`config.mk`:
```
export PLATFORM = sky130hd
export DESIGN_NAME = hazard_issue_ctrl_flat
export DESIGN_NICKNAME = d
export VERILOG_FILES = /design/src/rtl/hazard_issue_ctrl_pkg.sv /design/src/rtl/hazard_issue_ctrl_if.sv /design/src/rtl/hazard_issue_ctrl_reg_scoreboard.sv /design/src/rtl/hazard_issue_ctrl.sv /design/src/flat_wrapper.sv
export SDC_FILE = /design/constraint.sdc
export NUM_CORES = 1
export LEC_CHECK = 0
export ABC_AREA = 1
export BUFFER_PORTS_ARGS = -buffer_cell sky130_fd_sc_hd__buf_2
export CAP_MARGIN = 20
export CELL_PAD_IN_SITES_DETAIL_PLACEMENT = 1
export CELL_PAD_IN_SITES_GLOBAL_PLACEMENT = 1
export CORE_MARGIN = 2
export CORE_UTILIZATION = 25
export DETAILED_ROUTE_END_ITERATION = 7
export GPL_TIMING_DRIVEN = 0
export PLACE_DENSITY_LB_ADDON = 0.1
export SYNTH_ARGS = -nofsm -noshare
export SYNTH_HDL_FRONTEND = slang
export SYNTH_SLANG_ARGS = --single-unit
```
`constraint.sdc`:
```
create_clock -name CLK -period 2.3 [get_ports CLK]
set_clock_uncertainty 0.2 [all_clocks]
set_input_delay 0.345 -clock CLK [delete_from_list [all_inputs] [get_ports CLK]]
set_output_delay 0.345 -clock CLK [all_outputs]
set_load 0.01 [all_outputs]
```
`src/rtl/hazard_issue_ctrl_pkg.sv`:
```
// Shared types for the decode-stage hazard/issue sequencer.
// Optional STALL_PERF_CNT_EN adds stall/issue counters.
package hazard_pkg;
  localparam int NREG_DEF = 32;
  localparam int AW_DEF = 5;

  typedef enum logic [1:0] {
    EX_IDLE = 2'd0,
    EX_BUSY = 2'd1,
    EX_HOLD = 2'd2
  } ex_state_t;
endpackage

```
`src/rtl/hazard_issue_ctrl_if.sv`:
```
// Decode/EX/MEM/WB handshake bundle of hazard_issue_ctrl.
// Counter ports exist only with STALL_PERF_CNT_EN.
interface hazard_issue_ctrl_if
  import hazard_pkg::*;
#(
  parameter int NREG = NREG_DEF,
  parameter int AW = AW_DEF
);
  logic          id_valid_i;
  logic [AW-1:0] A1_ID_i;
  logic [AW-1:0] A2_ID_i;
  logic [AW-1:0] A3_ID_i;
  logic          RegFile_WE_ID_i;
  logic          is_mem_ID_i;
  logic          Exe_Finished_i;
  logic          Mem_Finished_i;
  logic          RFWE_WB_i;
  logic [AW-1:0] A3_WB_i;
  logic          stall_IF_o;
  logic          enable_ID_EX_o;
  logic          bubble_o;
  logic [NREG-1:0] busy_mask_o;
  logic [1:0]    ex_state_o;
`ifdef STALL_PERF_CNT_EN
  logic [31:0]   stall_cnt_o;
  logic [31:0]   issue_cnt_o;
`endif

  modport master (
    output id_valid_i, A1_ID_i, A2_ID_i, A3_ID_i,
    output RegFile_WE_ID_i, is_mem_ID_i,
    output Exe_Finished_i, Mem_Finished_i,
    output RFWE_WB_i, A3_WB_i,
`ifdef STALL_PERF_CNT_EN
    input  stall_cnt_o, issue_cnt_o,
`endif
    input  stall_IF_o, enable_ID_EX_o, bubble_o,
    input  busy_mask_o, ex_state_o
  );

  modport slave (
    input  id_valid_i, A1_ID_i, A2_ID_i, A3_ID_i,
    input  RegFile_WE_ID_i, is_mem_ID_i,
    input  Exe_Finished_i, Mem_Finished_i,
    input  RFWE_WB_i, A3_WB_i,
`ifdef STALL_PERF_CNT_EN
    output stall_cnt_o, issue_cnt_o,
`endif
    output stall_IF_o, enable_ID_EX_o, bubble_o,
    output busy_mask_o, ex_state_o
  );
endinterface

```
`src/rtl/hazard_issue_ctrl_reg_scoreboard.sv`:
```
// Pending-write scoreboard: one busy bit per register,
// three combinational read ports, set beats clear.
module reg_scoreboard
  import hazard_pkg::*;
#(
  parameter int NREG = NREG_DEF,
  parameter int AW = AW_DEF
) (
  input  logic            clk,
  input  logic            rst,
  input  logic            set_i,
  input  logic [AW-1:0]   set_a_i,
  input  logic            clr_i,
  input  logic [AW-1:0]   clr_a_i,
  input  logic [AW-1:0]   rd1_a_i,
  input  logic [AW-1:0]   rd2_a_i,
  input  logic [AW-1:0]   rd3_a_i,
  output logic            rd1_o,
  output logic            rd2_o,
  output logic            rd3_o,
  output logic [NREG-1:0] busy_o
);
  logic [NREG-1:0] busy_q;
  logic [NREG-1:0] busy_d;

  always_comb begin
    busy_d = busy_q;
    if (clr_i) busy_d[clr_a_i] = 1'b0;
    if (set_i) busy_d[set_a_i] = 1'b1;
  end

  always_ff @(posedge clk) begin
    if (rst) busy_q <= '0;
    else     busy_q <= busy_d;
  end

  assign rd1_o  = busy_q[rd1_a_i];
  assign rd2_o  = busy_q[rd2_a_i];
  assign rd3_o  = busy_q[rd3_a_i];
  assign busy_o = busy_q;
endmodule

```
`src/rtl/hazard_issue_ctrl.sv`:
```
// Decode-stage issue sequencer: scoreboard + EX/MEM occupancy.
// Define STALL_PERF_CNT_EN for stall/issue counters.
module hazard_issue_ctrl
  import hazard_pkg::*;
#(
  parameter int NREG = NREG_DEF,
  parameter int AW = AW_DEF
) (
  input logic CLK,
  input logic RST,
  hazard_issue_ctrl_if.slave bus
);
  ex_state_t ex_state_q, ex_state_d;
  logic      ex_mem_q, ex_mem_d;
  logic      mem_busy_q, mem_busy_d;
  logic      mem_free;
  logic      ex_free;
  logic      hz1, hz2, hz3;
  logic      hazard;
  logic      issue;
  logic      stall_raw;

  reg_scoreboard #(
    .NREG(NREG),
    .AW  (AW)
  ) u_sb (
    .clk    (CLK),
    .rst    (RST),
    .set_i  (issue & bus.RegFile_WE_ID_i),
    .set_a_i(bus.A3_ID_i),
    .clr_i  (bus.RFWE_WB_i),
    .clr_a_i(bus.A3_WB_i),
    .rd1_a_i(bus.A1_ID_i),
    .rd2_a_i(bus.A2_ID_i),
    .rd3_a_i(bus.A3_ID_i),
    .rd1_o  (hz1),
    .rd2_o  (hz2),
    .rd3_o  (hz3),
    .busy_o (bus.busy_mask_o)
  );

  always_comb begin
    mem_free = ~mem_busy_q | bus.Mem_Finished_i;
    ex_free  = 1'b0;
    unique case (ex_state_q)
      EX_IDLE: ex_free = 1'b1;
      EX_BUSY: ex_free = bus.Exe_Finished_i
                       & (~ex_mem_q | mem_free);
      EX_HOLD: ex_free = mem_free;
      default: ex_free = 1'b0;
    endcase
  end

  assign hazard = hz1 | hz2 | (bus.RegFile_WE_ID_i & hz3);
  assign issue  = bus.id_valid_i & ~hazard & ex_free & ~RST;

  // Issue takes priority over whatever EX was about to retire to.
  always_comb begin
    ex_state_d = ex_state_q;
    ex_mem_d   = ex_mem_q;
    mem_busy_d = mem_busy_q & ~bus.Mem_Finished_i;
    unique case (ex_state_q)
      EX_BUSY: begin
        if (bus.Exe_Finished_i) begin
          if (!ex_mem_q) begin
            ex_state_d = EX_IDLE;
          end else if (mem_free) begin
            ex_state_d = EX_IDLE;
            mem_busy_d = 1'b1;
          end else begin
            ex_state_d = EX_HOLD;
          end
        end
      end
      EX_HOLD: begin
        if (mem_free) begin
          ex_state_d = EX_IDLE;
          mem_busy_d = 1'b1;
        end
      end
      EX_IDLE: ex_state_d = EX_IDLE;
      default: ex_state_d = EX_IDLE;
    endcase
    if (issue) begin
      ex_state_d = EX_BUSY;
      ex_mem_d   = bus.is_mem_ID_i;
    end
  end

  always_ff @(posedge CLK) begin
    if (RST) begin
      ex_state_q <= EX_IDLE;
      ex_mem_q   <= 1'b0;
      mem_busy_q <= 1'b0;
    end else begin
      ex_state_q <= ex_state_d;
      ex_mem_q   <= ex_mem_d;
      mem_busy_q <= mem_busy_d;
    end
  end

  assign stall_raw = bus.id_valid_i & ~issue;

  always_comb begin
    bus.stall_IF_o     = stall_raw;
    bus.enable_ID_EX_o = ex_free;
    bus.bubble_o       = ex_free & ~issue;
    if (RST) begin
      bus.stall_IF_o     = 1'b1;
      bus.enable_ID_EX_o = 1'b0;
      bus.bubble_o       = 1'b0;
    end
  end

  assign bus.ex_state_o = ex_state_q;

`ifdef STALL_PERF_CNT_EN
  logic [31:0] stall_cnt_q, stall_cnt_d;
  logic [31:0] issue_cnt_q, issue_cnt_d;

  always_comb begin
    stall_cnt_d = stall_cnt_q + {31'd0, stall_raw & ~RST};
    issue_cnt_d = issue_cnt_q + {31'd0, issue};
  end

  always_ff @(posedge CLK) begin
    if (RST) begin
      stall_cnt_q <= '0;
      issue_cnt_q <= '0;
    end else begin
      stall_cnt_q <= stall_cnt_d;
      issue_cnt_q <= issue_cnt_d;
    end
  end

  assign bus.stall_cnt_o = stall_cnt_q;
  assign bus.issue_cnt_o = issue_cnt_q;
`endif
endmodule

```
`src/flat_wrapper.sv`:
```
// flat-port wrapper written by rule: the top's interface ports become plain ports
module hazard_issue_ctrl_flat import hazard_pkg::*;
#(
  parameter int NREG = NREG_DEF,
  parameter int AW = AW_DEF
)
  (CLK, RST, bus_id_valid_i, bus_A1_ID_i, bus_A2_ID_i, bus_A3_ID_i, bus_RegFile_WE_ID_i, bus_is_mem_ID_i, bus_Exe_Finished_i, bus_Mem_Finished_i, bus_RFWE_WB_i, bus_A3_WB_i, bus_stall_IF_o, bus_enable_ID_EX_o, bus_bubble_o, bus_busy_mask_o, bus_ex_state_o);
  hazard_issue_ctrl_if #(.NREG(NREG), .AW(AW)) bus_i ();
  input logic CLK;
  input logic RST;
  input wire logic [$bits(bus_i.id_valid_i)-1:0] bus_id_valid_i;
  input wire logic [$bits(bus_i.A1_ID_i)-1:0] bus_A1_ID_i;
  input wire logic [$bits(bus_i.A2_ID_i)-1:0] bus_A2_ID_i;
  input wire logic [$bits(bus_i.A3_ID_i)-1:0] bus_A3_ID_i;
  input wire logic [$bits(bus_i.RegFile_WE_ID_i)-1:0] bus_RegFile_WE_ID_i;
  input wire logic [$bits(bus_i.is_mem_ID_i)-1:0] bus_is_mem_ID_i;
  input wire logic [$bits(bus_i.Exe_Finished_i)-1:0] bus_Exe_Finished_i;
  input wire logic [$bits(bus_i.Mem_Finished_i)-1:0] bus_Mem_Finished_i;
  input wire logic [$bits(bus_i.RFWE_WB_i)-1:0] bus_RFWE_WB_i;
  input wire logic [$bits(bus_i.A3_WB_i)-1:0] bus_A3_WB_i;
  output wire logic [$bits(bus_i.stall_IF_o)-1:0] bus_stall_IF_o;
  output wire logic [$bits(bus_i.enable_ID_EX_o)-1:0] bus_enable_ID_EX_o;
  output wire logic [$bits(bus_i.bubble_o)-1:0] bus_bubble_o;
  output wire logic [$bits(bus_i.busy_mask_o)-1:0] bus_busy_mask_o;
  output wire logic [$bits(bus_i.ex_state_o)-1:0] bus_ex_state_o;
  assign bus_i.id_valid_i = bus_id_valid_i;
  assign bus_i.A1_ID_i = bus_A1_ID_i;
  assign bus_i.A2_ID_i = bus_A2_ID_i;
  assign bus_i.A3_ID_i = bus_A3_ID_i;
  assign bus_i.RegFile_WE_ID_i = bus_RegFile_WE_ID_i;
  assign bus_i.is_mem_ID_i = bus_is_mem_ID_i;
  assign bus_i.Exe_Finished_i = bus_Exe_Finished_i;
  assign bus_i.Mem_Finished_i = bus_Mem_Finished_i;
  assign bus_i.RFWE_WB_i = bus_RFWE_WB_i;
  assign bus_i.A3_WB_i = bus_A3_WB_i;
  assign bus_stall_IF_o = bus_i.stall_IF_o;
  assign bus_enable_ID_EX_o = bus_i.enable_ID_EX_o;
  assign bus_bubble_o = bus_i.bubble_o;
  assign bus_busy_mask_o = bus_i.busy_mask_o;
  assign bus_ex_state_o = bus_i.ex_state_o;
  hazard_issue_ctrl #(.NREG(NREG), .AW(AW)) u_core (.CLK(CLK), .RST(RST), .bus(bus_i));
endmodule
```
==> results.yml <==
floorplanning:
  ios: 65
  initial_core_util_pct: 25.35
  die_x_um: 113.7
  die_h_um: 113.7
  rows: 40
  core-area_um2: 11860
  dieArea_um2: 12920
worst_hold_path:
  hold_class: "in2reg"
setup_path:
  start_kind: "input pin"
  crit_chain: "buf_8 > buf_12 > buf_16 > o21ai_2 > nand2_1 > nand2_2 > nand2_1 > nand2_1 > nor2_1 > nand2_1 > nand2_1 > nand2_2 > nor2_8 > buf_6 > nor3_2 > buf_2"
  cp_top_family: "simple AND/OR/NAND/NOR gates"
  worstPathRequired_ps: 1750
  crit_arrival_ps: 1910
  critical_path_buf_inv_count: 5
  path_max_fanout: 7
  crit_path_max_incr_delay_ps: 150
  r2r_setup_slack_ps: -40
  cp-end-kind: "output pin"
  cpMostUsedCell: "nand2_1"
  cp_slowest_cell: "buf_2"
  crit_type: "in2out"
sta:
  worst_slew_pin_slew_ps: 660.8
  slew_headroom_pct: 55.95
  post-route-min-period_ps: 2453
  fmax_mhz: 407.7
  rsz0062_at_grt: "yes"
  setup_violations: 11
  hold_viol: 0
  slew_viol_final: 0
  setup_ws_ps: -152.7
  fin_crit_sh_pct: 106.6
cells_and_area:
  areaGrowthSynthToFinish_pct: 38.04
  fin_cells: 746
  fin_area_um2: 4150
  layout.nets: 630
  num_antenna_cells: 0
  final_core_util_pct: 34.99
  drive_above_1_share_pct: 31.72
  layout_commonest_cell: "nand2_1"
  mostFrequentLayoutCells: "104 x nand2_1, 64 x nand3_1, 61 x buf_2, 54 x inv_1, 48 x nor2_1"
clock_network:
  cts_root_buf: "clkbuf_16"
  cts_hold_buffers: 0
  clock_latency_ps: 290
  htreeDepth: 2
  numCtsBuffers: 5
  clockBufferDepth: 2
  clk_pin_slew_ps: 60
  cts_tree: "built"
  cts.sinks: 36
route:
  routed_via_density: 5.067
  drt-total-wl_um: 13620
  first_pass_iters: 4
  drt_iter0_markers: 231
  ant_nets: 0
  vias: 3780
  drc: 0
  post_drt_wl_per_cell_um: 18.25
status:
  violations: "negative setup slack"
  status: "finished with violations"
yosys:
  synth_fa_ha_area_share_pct: 1.665
  synth-xor-area-share_pct: 0
  synth_mux_area_share_pct: 0
  synth_top_family_by_area: "simple AND/OR/NAND/NOR gates"
  ys_ff_latch: 36
  synthDistinctLibCells: 31
  netlist_area_um2: 3007
  yosys.area_share.simple_pct: 42.90
  synth_cells: 508
  synth_compound_area_share_pct: 15.98
  seq_area_frac_synth_pct: 23.97
  synth.net_count: 540
  yosysWarningCount: 0
  synth.avg_cell_area_um2: 5.919
grt:
  antenna_found_initial: 0
  grt_overflow: 0
  grt_pass1_wl_um: 21130
  grt_max_degree: 12
  grt_usage_pct: 20.97
  grt_pass1_vias: 3896
power_and_ir_drop:
  leakage_nw: 1.861
  peakVddDrop_mv: 0.3289
  cellPowerDensity_nw_per_um2: 454.0
placed_design:
  pre_cts_ws_ps: -368.8
  port_buffers: 57
  dp_hpwl_um: 10320
  place_area_um2: 3476
  routabilityCongestion: 0.8849
  dpl.cell_count: 712
job:
  drv_cap: 0
## cell families after synthesis
family	after synthesis
fa+ha+maj	4
simple gates	280
flops	36
buf+inv	99
compound gates	89
## report_power, final
group          internal, mW  switching (mW)
logic                 0.185           0.280
registers             0.626         0.00380
clock network         0.510           0.279
## cell usage after synthesis (all sizes together)
master | number | area share [%]
o21ai | 42 | 7.0
a21boi | 1 | 0.25
nand2 | 114 | 15
nand3 | 67 | 11
clkbuf | 6 | 0.79
clkinv | 1 | 0.12
nor3 | 10 | 1.7
buf | 21 | 5.6
ha | 4 | 1.7
a21oi | 35 | 6.1
inv | 71 | 8.9
o211ai | 9 | 2.2
a31oi | 1 | 0.21
dfxtp | 36 | 24
nand4 | 33 | 7.1
nor2 | 56 | 7.7
o22ai | 1 | 0.21
## layout make-up
| class | count | area [um^2] |
|---|---|---|
| multi-input cells | 373 | 1961 |
| repair buffers | 83 | 563.0 |
| clock inverters | 2 | 35.03 |
| clock buffers | 6 | 128.9 |
| inverters | 72 | 287.8 |
| plain buffers | 27 | 240.2 |
| fillers | 1533 | 7711 |
| flip-flops and latches | 36 | 750.7 |
| well taps | 147 | 183.9 |
## final timing paths
path / cells after the start / to / from
worst max-delay path: 16 / bus_bubble_o / bus_A3_ID_i[0]
worst min-delay path: 3 / u_core.ex_mem_q / bus_is_mem_ID_i
worst max register to register: 15 / u_core.u_sb.busy_o[10] / u_core.u_sb.busy_o[4]
worst min register to register: 2 / u_core.u_sb.busy_o[12] / u_core.u_sb.busy_o[12]
## layer usage
layer	vias up	track usage, %	share of wire [%]
met5	-	0	0
met1	1836	28.23	48
met4	0	4.146	0.75
met2	67	37.09	49
li1	1869	-	-
met3	8	1.541	2.5
## sequential cells by signal, summed over array words and instances (netlist names)
| register | cells |
|---|---|
| u_core.u_sb.busy_o | 32 |
| u_core.bus.ex_state_o | 2 |
| u_core.ex_mem_q | 1 |
| u_core.mem_busy_q | 1 |
## repair_timing
item,CTS,global route
buffers inserted,19,4
endpoints found under the setup margin,25,30
cloned,1,2
pin swaps,23,16
endpoints found under the hold margin,0,0
resized for setup,70,32
## worst min-delay path, delay by kind of cell
kind | cells | cell delay, ps
buf+inv | 1 | 90
compound gates | 1 | 110
simple gates | 1 | 110
## metrics by stage
step | power, mW | TNS [ps] | hold WS [ps]
after floorplan | 0.8723 | 0 | 261.5
after global placement | 0.9910 | -2818 | 285.1
after detailed placement | 0.9960 | -3374 | 292.5
after CTS | 1.853 | -292.6 | 107.4
after global routing | 1.960 | -4221 | 215.7
final | 1.884 | -413.0 | 215.4
No activity file was read; power rests on OpenSTA's default activity.
